$ cat src/rtl/menu_button_pixel_gen.sv
// Menu button pixel generator: per-button hover/press/flash FSMs, click pulses and RGB444 colouring.
// Optional keyboard navigation (focus, key_next, key_select) is enabled by MENU_BTN_KEYNAV_EN.
module menu_button_pixel_gen #(
   parameter int          NUM_BTN      = 4,
   parameter int          IDX_W        = 3,
   parameter int          FLASH_FRAMES = 8,
   parameter logic [11:0] C_WHITE      = 12'hFFF,
   parameter logic [11:0] C_BLACK      = 12'h000,
   parameter logic [11:0] C_TOUCH      = 12'h32E,
   parameter logic [11:0] C_CLICK      = 12'hDD2,
   parameter logic [11:0] C_LOCK       = 12'h1E1
) (
   input  logic               clk,
   input  logic               rst,
   input  logic               frame_tick,
   input  logic               pixel_valid,
   input  logic [IDX_W-1:0]   mem_idx,
   input  logic [NUM_BTN-1:0] mouse_hover,
   input  logic               mouse_left,
   input  logic [NUM_BTN-1:0] btn_lock,
`ifdef MENU_BTN_KEYNAV_EN
   input  logic               key_next,
   input  logic               key_select,
`endif
   output logic [11:0]        pixel_out,
   output logic               pixel_out_valid,
   output logic [NUM_BTN-1:0] btn_click
);

   localparam int CNT_W = $clog2(FLASH_FRAMES + 1);
   localparam logic [CNT_W-1:0] FLASH_LOAD = CNT_W'(FLASH_FRAMES);

   typedef enum logic [1:0] {
      S_IDLE  = 2'd0,
      S_HOVER = 2'd1,
      S_PRESS = 2'd2,
      S_FLASH = 2'd3
   } state_t;

   state_t             state_q [NUM_BTN];
   state_t             state_d [NUM_BTN];
   logic [CNT_W-1:0]   cnt_q   [NUM_BTN];
   logic [CNT_W-1:0]   cnt_d   [NUM_BTN];
   logic [11:0]        btn_col [NUM_BTN];
   logic [NUM_BTN-1:0] btn_click_d;
   logic [NUM_BTN-1:0] raw_hov;
   logic [NUM_BTN-1:0] hov;
   logic               found;
   logic               left_q;
   logic               left_d;
   logic               left_rise;
   logic               left_fall;
   logic [11:0]        pixel_out_d;
   logic               pixel_out_valid_d;

`ifdef MENU_BTN_KEYNAV_EN
   localparam int FOCUS_W = (NUM_BTN > 1) ? $clog2(NUM_BTN) : 1;
   logic [FOCUS_W-1:0] focus_q;
   logic [FOCUS_W-1:0] focus_d;

   always_comb begin
      focus_d = focus_q;
      if (key_next) begin
         if (focus_q == FOCUS_W'(NUM_BTN - 1)) begin
            focus_d = '0;
         end else begin
            focus_d = focus_q + FOCUS_W'(1);
         end
      end else begin
         focus_d = focus_q;
      end
   end
`endif

   // Hover arbitration: only the lowest-numbered hovered button counts
   always_comb begin
      raw_hov = mouse_hover;
`ifdef MENU_BTN_KEYNAV_EN
      if (mouse_hover == '0) begin
         raw_hov = NUM_BTN'(1) << focus_q;
      end else begin
         raw_hov = mouse_hover;
      end
`endif
      hov   = '0;
      found = 1'b0;
      for (int k = 0; k < NUM_BTN; k++) begin
         if (raw_hov[k] && !found) begin
            hov[k] = 1'b1;
            found  = 1'b1;
         end else begin
            hov[k] = 1'b0;
         end
      end
   end

   always_comb begin
      left_d    = mouse_left;
      left_rise = mouse_left & ~left_q;
      left_fall = ~mouse_left & left_q;
      for (int k = 0; k < NUM_BTN; k++) begin
         state_d[k]     = state_q[k];
         cnt_d[k]       = cnt_q[k];
         btn_click_d[k] = 1'b0;
         if (btn_lock[k]) begin
            state_d[k] = S_IDLE;
            cnt_d[k]   = '0;
         end else begin
            case (state_q[k])
               S_IDLE: begin
                  if (hov[k] && !mouse_left) begin
                     state_d[k] = S_HOVER;
                  end else begin
                     state_d[k] = S_IDLE;
                  end
               end
               S_HOVER: begin
                  if (!hov[k]) begin
                     state_d[k] = S_IDLE;
                  end else if (left_rise) begin
                     state_d[k] = S_PRESS;
                  end else begin
                     state_d[k] = S_HOVER;
                  end
               end
               S_PRESS: begin
                  if (!hov[k]) begin
                     state_d[k] = S_IDLE;
                  end else if (left_fall) begin
                     state_d[k]     = S_FLASH;
                     cnt_d[k]       = FLASH_LOAD;
                     btn_click_d[k] = 1'b1;
                  end else begin
                     state_d[k] = S_PRESS;
                  end
               end
               S_FLASH: begin
                  if (cnt_q[k] == '0) begin
                     state_d[k] = hov[k] ? S_HOVER : S_IDLE;
                  end else if (frame_tick) begin
                     cnt_d[k] = cnt_q[k] - CNT_W'(1);
                  end else begin
                     cnt_d[k] = cnt_q[k];
                  end
               end
               default: begin
                  state_d[k] = S_IDLE;
                  cnt_d[k]   = '0;
               end
            endcase
`ifdef MENU_BTN_KEYNAV_EN
            // A mouse button edge this cycle wins over the keyboard
            if (key_select && !left_rise && !left_fall && (focus_q == FOCUS_W'(k)) &&
                ((state_q[k] == S_IDLE) || (state_q[k] == S_HOVER))) begin
               state_d[k]     = S_FLASH;
               cnt_d[k]       = FLASH_LOAD;
               btn_click_d[k] = 1'b1;
            end else begin
               btn_click_d[k] = btn_click_d[k];
            end
`endif
         end
      end
   end

   always_comb begin
      for (int k = 0; k < NUM_BTN; k++) begin
         if (btn_lock[k]) begin
            btn_col[k] = C_LOCK;
         end else begin
            case (state_q[k])
               S_IDLE:  btn_col[k] = C_BLACK;
               S_HOVER: btn_col[k] = C_TOUCH;
               S_PRESS: btn_col[k] = C_CLICK;
               S_FLASH: btn_col[k] = cnt_q[k][0] ? C_CLICK : C_WHITE;
               default: btn_col[k] = C_BLACK;
            endcase
         end
      end
   end

   always_comb begin
      pixel_out_valid_d = pixel_valid;
      pixel_out_d       = C_BLACK;
      if (!pixel_valid) begin
         pixel_out_d = C_BLACK;
      end else if (mem_idx == IDX_W'(1)) begin
         pixel_out_d = C_WHITE;
      end else begin
         for (int k = 0; k < NUM_BTN; k++) begin
            if (mem_idx == IDX_W'(k + 2)) begin
               pixel_out_d = btn_col[k];
            end else begin
               pixel_out_d = pixel_out_d;
            end
         end
      end
   end

   always_ff @(posedge clk or posedge rst) begin
      if (rst) begin
         for (int k = 0; k < NUM_BTN; k++) begin
            state_q[k] <= S_IDLE;
            cnt_q[k]   <= '0;
         end
         left_q          <= 1'b0;
         btn_click       <= '0;
         pixel_out       <= C_BLACK;
         pixel_out_valid <= 1'b0;
`ifdef MENU_BTN_KEYNAV_EN
         focus_q         <= '0;
`endif
      end else begin
         for (int k = 0; k < NUM_BTN; k++) begin
            state_q[k] <= state_d[k];
            cnt_q[k]   <= cnt_d[k];
         end
         left_q          <= left_d;
         btn_click       <= btn_click_d;
         pixel_out       <= pixel_out_d;
         pixel_out_valid <= pixel_out_valid_d;
`ifdef MENU_BTN_KEYNAV_EN
         focus_q         <= focus_d;
`endif
      end
   end

endmodule
$ cat config.mk
export PLATFORM = sky130hd
export DESIGN_NAME = menu_button_pixel_gen
export DESIGN_NICKNAME = d
export VERILOG_FILES = /design/src/rtl/menu_button_pixel_gen.sv
export SDC_FILE = /design/constraint.sdc
export NUM_CORES = 1
export LEC_CHECK = 0
export CAP_MARGIN = 10
export CELL_PAD_IN_SITES_DETAIL_PLACEMENT = 2
export CELL_PAD_IN_SITES_GLOBAL_PLACEMENT = 2
export CORE_MARGIN = 4
export CORE_UTILIZATION = 30
export DETAILED_ROUTE_END_ITERATION = 16
export PLACE_DENSITY_LB_ADDON = 0.25
export SYNTH_ARGS = -nofsm -noshare
export SYNTH_HDL_FRONTEND = slang
export SYNTH_SLANG_ARGS = --single-unit
$ cat constraint.sdc
create_clock -name clk -period 1.55 [get_ports clk]
set_input_delay 0.2325 -clock clk [delete_from_list [all_inputs] [get_ports clk]]
set_output_delay 0.2325 -clock clk [all_outputs]
set_load 0.05 [all_outputs]
# Word-level counts from Yosys, hierarchy flattened
# Cells that the tools add are included.
# totals
word_cells	172
register_bits	42
input_bits	16
# op_classes
eq_ne	37
reduce_logical	27
bitwise	4
muxes	88
n_addsub	4
# ops
operator	count
case mux 12 bit (4 select lines)	4
two-way mux 12 bit	10
two-way mux 4 bit	17
!= test 3 bit (second input constant)	20
two-way mux 10 bit	4
two-way mux 2 bit	17
case mux 2 bit (4 select lines)	4
case mux 4 bit (2 select lines)	4
two-way mux 1 bit	28
AND reduction 5 bit	4
== test 2 bit (second input constant)	8
zero test 4 bit	4
subtractor 4 x 1 -> 4 bit (second input constant)	4
nonzero test 3 bit	4
== test 2 x 1 -> 1 bit (second input constant)	4
zero test 2 bit	4
logical AND 1 bit	7
== test 3 x 2 -> 1 bit (second input constant)	2
== test 3 bit (second input constant)	2
zero test 1 bit	4
== test 3 x 1 -> 1 bit (second input constant)	1
AND 1 bit	2
NOT 1 bit	2

# Logic depth before layout (Yosys ltp)
# Gate-level depths: netlist of run 1.
# depth
ltp_word	14
depth_mapped	6
ltp_nobuf	6

# Worst setup path after synthesis of run 1
# OpenSTA, ideal clock, no wires.
# synth_timing
path_type	register to register
startpoint	register cnt_q[0] (netlist bit)
endpoint	register cnt_q[2] (netlist bit)
t_required_ps	1486
slack_ps	-133
synth_period_minus_slack_ps	1683
arrival_ps	1619
stages_incl_launch_ff	7
path_buffers	0
setup_time_ps	64
cell_sequence	dfrtp_1 inv_1 ha_1 or3b_2 a221oi_2 o21bai_1 a21o_1
# synth_between
elab_chain_cells	5
elab_cells_between_ends	8
cone_classes	1 x add/sub; 1 x eq/ne; 4 x mux; 2 x reduce/logical
# synth_rtl
element	line	rtl
from (decl)	42	logic [CNT_W-1:0] cnt_q [NUM_BTN];
from (signal, indexed assignment)	216	cnt_q[k] <= cnt_d[k];
subtractor 4 x 1 -> 4 bit	141	cnt_d[k] = cnt_q[k] - CNT_W'(1);
two-way mux 4 bit	140	end else if (frame_tick) begin
two-way mux 4 bit	138	if (cnt_q[k] == '0) begin
case mux 4 bit (2 select lines)	109	case (state_q[k])
two-way mux 4 bit	105	if (btn_lock[k]) begin
# Parallel ways exist; a longest one is shown, timed or not. The select of a mux whose other input is x is not followed.
# A chain may end at the register's enable or synchronous reset.

# Final worst setup path of run 1
# layout_timing
startpoint	register cnt_q[5] (netlist bit)
endpoint	register cnt_q[6] (netlist bit)
# Same word-level chain as after synthesis.

==> results of run 1 <==
[what timing repair did]
item,CTS,global route
setup buffers,6,8
pin swaps,10,13
setup endpoints to repair,19,23
resized for setup,28,25
[logic make-up (layout without fill, tap and decap cells)]
group	count (synthesis)	in the layout	synth area share [%]
xor gates and xnor gates	1	1	0.365
AOI/OAI and AO/OA	79	79	22.9
buffers and inverters	37	135	7.87
adders and majority gates	4	4	2.09
DFF	37	37	38.6
and+or+nand+nor	113	113	26.9
muxes	3	3	1.25
[sequential cells by signal, indices dropped and copies added (netlist names)]
name             cells
pixel_out_valid      1
pixel_out            7
btn_click            4
state_q              8
cnt_q               16
left_q               1
[final timing paths]
check | from | to | slack [ns]
worst min register to register | state_q[6] | state_q[6] | 0.61
worst max-delay path | cnt_q[5] | cnt_q[6] | -0.23
worst min-delay path | mouse_left | left_q | 0.25
worst max register to register | cnt_q[5] | cnt_q[6] | -0.23
max in group asynchronous | rst | state_q[5] | 1.02
min in group asynchronous | rst | cnt_q[6] | 0.31
[final cells by class]
| type | count | share of cell area [%] |
|---|---|---|
| timing repair buffer | 111 | 25.5 |
| inverter | 17 | 1.77 |
| multi-input combinational | 200 | 41.1 |
| tap | 102 | 3.54 |
| clock buffer | 7 | 2.40 |
| sequential | 37 | 25.8 |
[report_power, final]
| group | leakage [nW] | switching (W) | internal [W] |
|---|---|---|---|
| clock network | 0.0443 | 0.000367 | 0.000354 |
| registers | 0.504 | 0.0000134 | 0.000980 |
| logic | 1.05 | 0.000242 | 0.000174 |
| total | 1.60 | 0.000622 | 0.00151 |
[metrics by stage]
| stage | instance area (um2) | power [W] | utilization, % | TNS [ns] |
|---|---|---|---|---|
| after detailed placement | 3220 | 0.00141 | 41.4 | -7.37 |
| after global routing | 3600 | 0.00221 | 46.4 | -1.74 |
| after CTS | 3450 | 0.00214 | 44.4 | -0.799 |
| after global placement | 3220 | 0.00140 | 41.4 | -6.33 |
| after floorplan | 2420 | 0.00122 | - | -0.205 |
| final | 3600 | 0.00213 | 46.4 | -1.03 |
[worst max-delay path, delay by kind of cell (launching register included)]
family	cells	cell delay [ns]
AO/OA/AOI/OAI	3	0.44
adder cells (fa/ha/maj)	1	0.13
buffers and inverters	3	0.33
flip-flops	1	0.41
AND/OR/NAND/NOR	1	0.40
[Yosys cell counts (all sizes together), types with 2 or more instances]
library cell	instances	area share [%]
mux2i	3	1.3
nor3	14	2.9
inv	16	2.5
a21boi	5	1.6
nand3	6	1.3
nor4	4	1.0
o31ai	5	1.6
a211o	4	1.5
nor2b	9	2.3
buf	13	4.1
nand2b	12	3.1
nor2	22	3.4
o32ai	2	0.73
ha	4	2.1
o21ai	18	3.8
dfrtp	37	39
nor4b	3	2.0
o22ai	4	1.3
o31a	3	1.1
or3	3	0.78
or3b	2	0.73
o211ai	2	0.63
or4	2	0.63
or4b	2	0.83
nand3b	2	0.63
a211oi	4	1.3
and3	3	0.83
nand2	20	3.1
a31oi	2	0.52
o41ai	2	0.73
clkbuf	7	1.1
a21oi	15	3.1
a21o	4	1.3
nor3b	5	1.6
[per-layer routing]
metal | vias up | track usage, % | routed length (um) | part of all wire (%)
met2 | 44 | 34.4 | 4620 | 51
met4 | 0 | 4.47 | 161 | 1.8
li1 | 1190 | - | - | -
met1 | 1276 | 22.8 | 4010 | 44
met3 | 16 | 2.15 | 227 | 2.5
met5 | - | 0 | 0 | 0
==> run summary, run 1 <==
required time of the worst setup path -> 1.77 ns
ratio of routed vias to standard cells -> 5.33
Net Count, Synth -> 294
Final HPWL DP -> 6.38 mm
maximum buffer depth of the clock tree -> 2
residual overflow from global routing -> 0
share of post-route cells with drive strength above 1 -> 39.0%
height of the chip -> 97.4 um
post-detailed-routing wire length -> 9.02 mm
most frequently used flop master after synthesis -> dfrtp_1
slowest cell on the critical path -> dfrtp_1
row count -> 32
number of antenna-violating nets in the routed design -> 0
Synth Warn # -> 0
total die area -> 9490 um2
drt drc -> 0
Inserted Clock Buffers -> 5
initial cell density of the core -> 30.9%
clock period minus final worst setup slack -> 1.78 ns
register area share after synthesis -> 38.6%
maximum resistive drop on vdd -> 0.315 mV
# diodes -> 0
clock-pin slew of the registers on the worst-case setup and hold paths -> 0.08 ns
hold buffers post-CTS -> 0
growth of design area from synthesis to finish -> 50.1%
setup repair after global routing missed its margin -> yes
Worst Reg2Reg Path Length in Cells -> 8
average cell area after synthesis -> 8.76 um2
Slew Limit Fails -> 0
type of the tightest min-delay check -> in2reg
outcome -> finished, violations left
core area -> 7770 um2
TritonCTS clock tree -> done
Final #Nets -> 392
detail-routed net length per standard cell -> 19.0 um
setup slack at placement -> -0.386 ns
worst hold path depth -> 1
overall track demand over capacity in global routing -> 18.6%
Crit path arrival time -> 2.00 ns
critical path startpoint category -> flip-flop
number of failing setup endpoints in the final timing report -> 8
quantity of I/O buffers inserted on ports -> 32
master cell of the clock root buffer -> clkbuf_8
first-pass detailed-route iteration total -> 7
Post-Synthesis Cell Area -> 2400 um2
slew at the pin with the worst max-slew slack -> 0.397 ns
Syn Inst Count -> 274
Critical Path Fanout Max -> 4
violations in the final reports -> negative setup slack
final weighted congestion in routability-driven placement -> 0.838
endpoint type of the worst setup path -> flip-flop
Hold Fails Final Rpt -> 0
fmax -> 562 MHz
Async S/R FF share, synth -> 100%
Critical Path, Cell by Cell -> inv_2 > ha_4 > or3b_4 > a32oi_4 > buf_6 > buf_4 > o21ai_2 > a21oi_1
commonest non-fill, non-tap cell in the layout -> buf_4
maximum level of the CTS H-tree -> 2
Seq cells post-synth -> 37
number of placed instances, taps included -> 453
Die Wd -> 97.4 um
pin count of the biggest net entering global routing -> 38
number of global-route vias before repair -> 2726
setup slack of the critical path after layout -> -0.230 ns
iteration-0 DRC count of the detailed router -> 54
multi-input combinational cell area -> 1480 um2
number of enable flip-flop cells after synthesis -> 0
Max stage delay on crit path -> 0.41 ns
number of distinct library cells after synthesis -> 57
Register Area -> 928 um2
final worst clock skew -> 0.00543 ns
Rel. slew slack -> 73.5%
Static Leakage -> 1.60 nW
commonest cells after routing, fill and taps aside -> buf_4, dfrtp_1, nor2_1
wire length of the first global-routing pass -> 14.2 mm
IO Pins -> 33
P per Cell Area -> 591 nW/um2
source-to-sink clock delay at the later pin of the worst-skew pair -> 0.30 ns
antenna violations before repair -> 0
fillcell total -> 861
Fin Hold WS -> 0.247 ns
via total after detailed routing -> 2526
CTS Sinks -> 37
Post-Layout Cell Count -> 474
final worst-path cycle share -> 115%
max-cap viol count -> 0
critical path start-end classification -> reg2reg
Power figures use the tool's default switching activity.
==> inputs of run 2 (changes only) <==
--- a/config.mk
+++ b/config.mk
@@ -10,6 +10,7 @@
 export CELL_PAD_IN_SITES_GLOBAL_PLACEMENT = 2
 export CORE_MARGIN = 4
 export CORE_UTILIZATION = 30
+export CTS_CLUSTER_DIAMETER = 60
 export DETAILED_ROUTE_END_ITERATION = 16
 export PLACE_DENSITY_LB_ADDON = 0.25
 export SYNTH_ARGS = -nofsm -noshare
==> results of run 2 <==
Same layout as run 1: the final DEF is identical, and so are final timing and power.
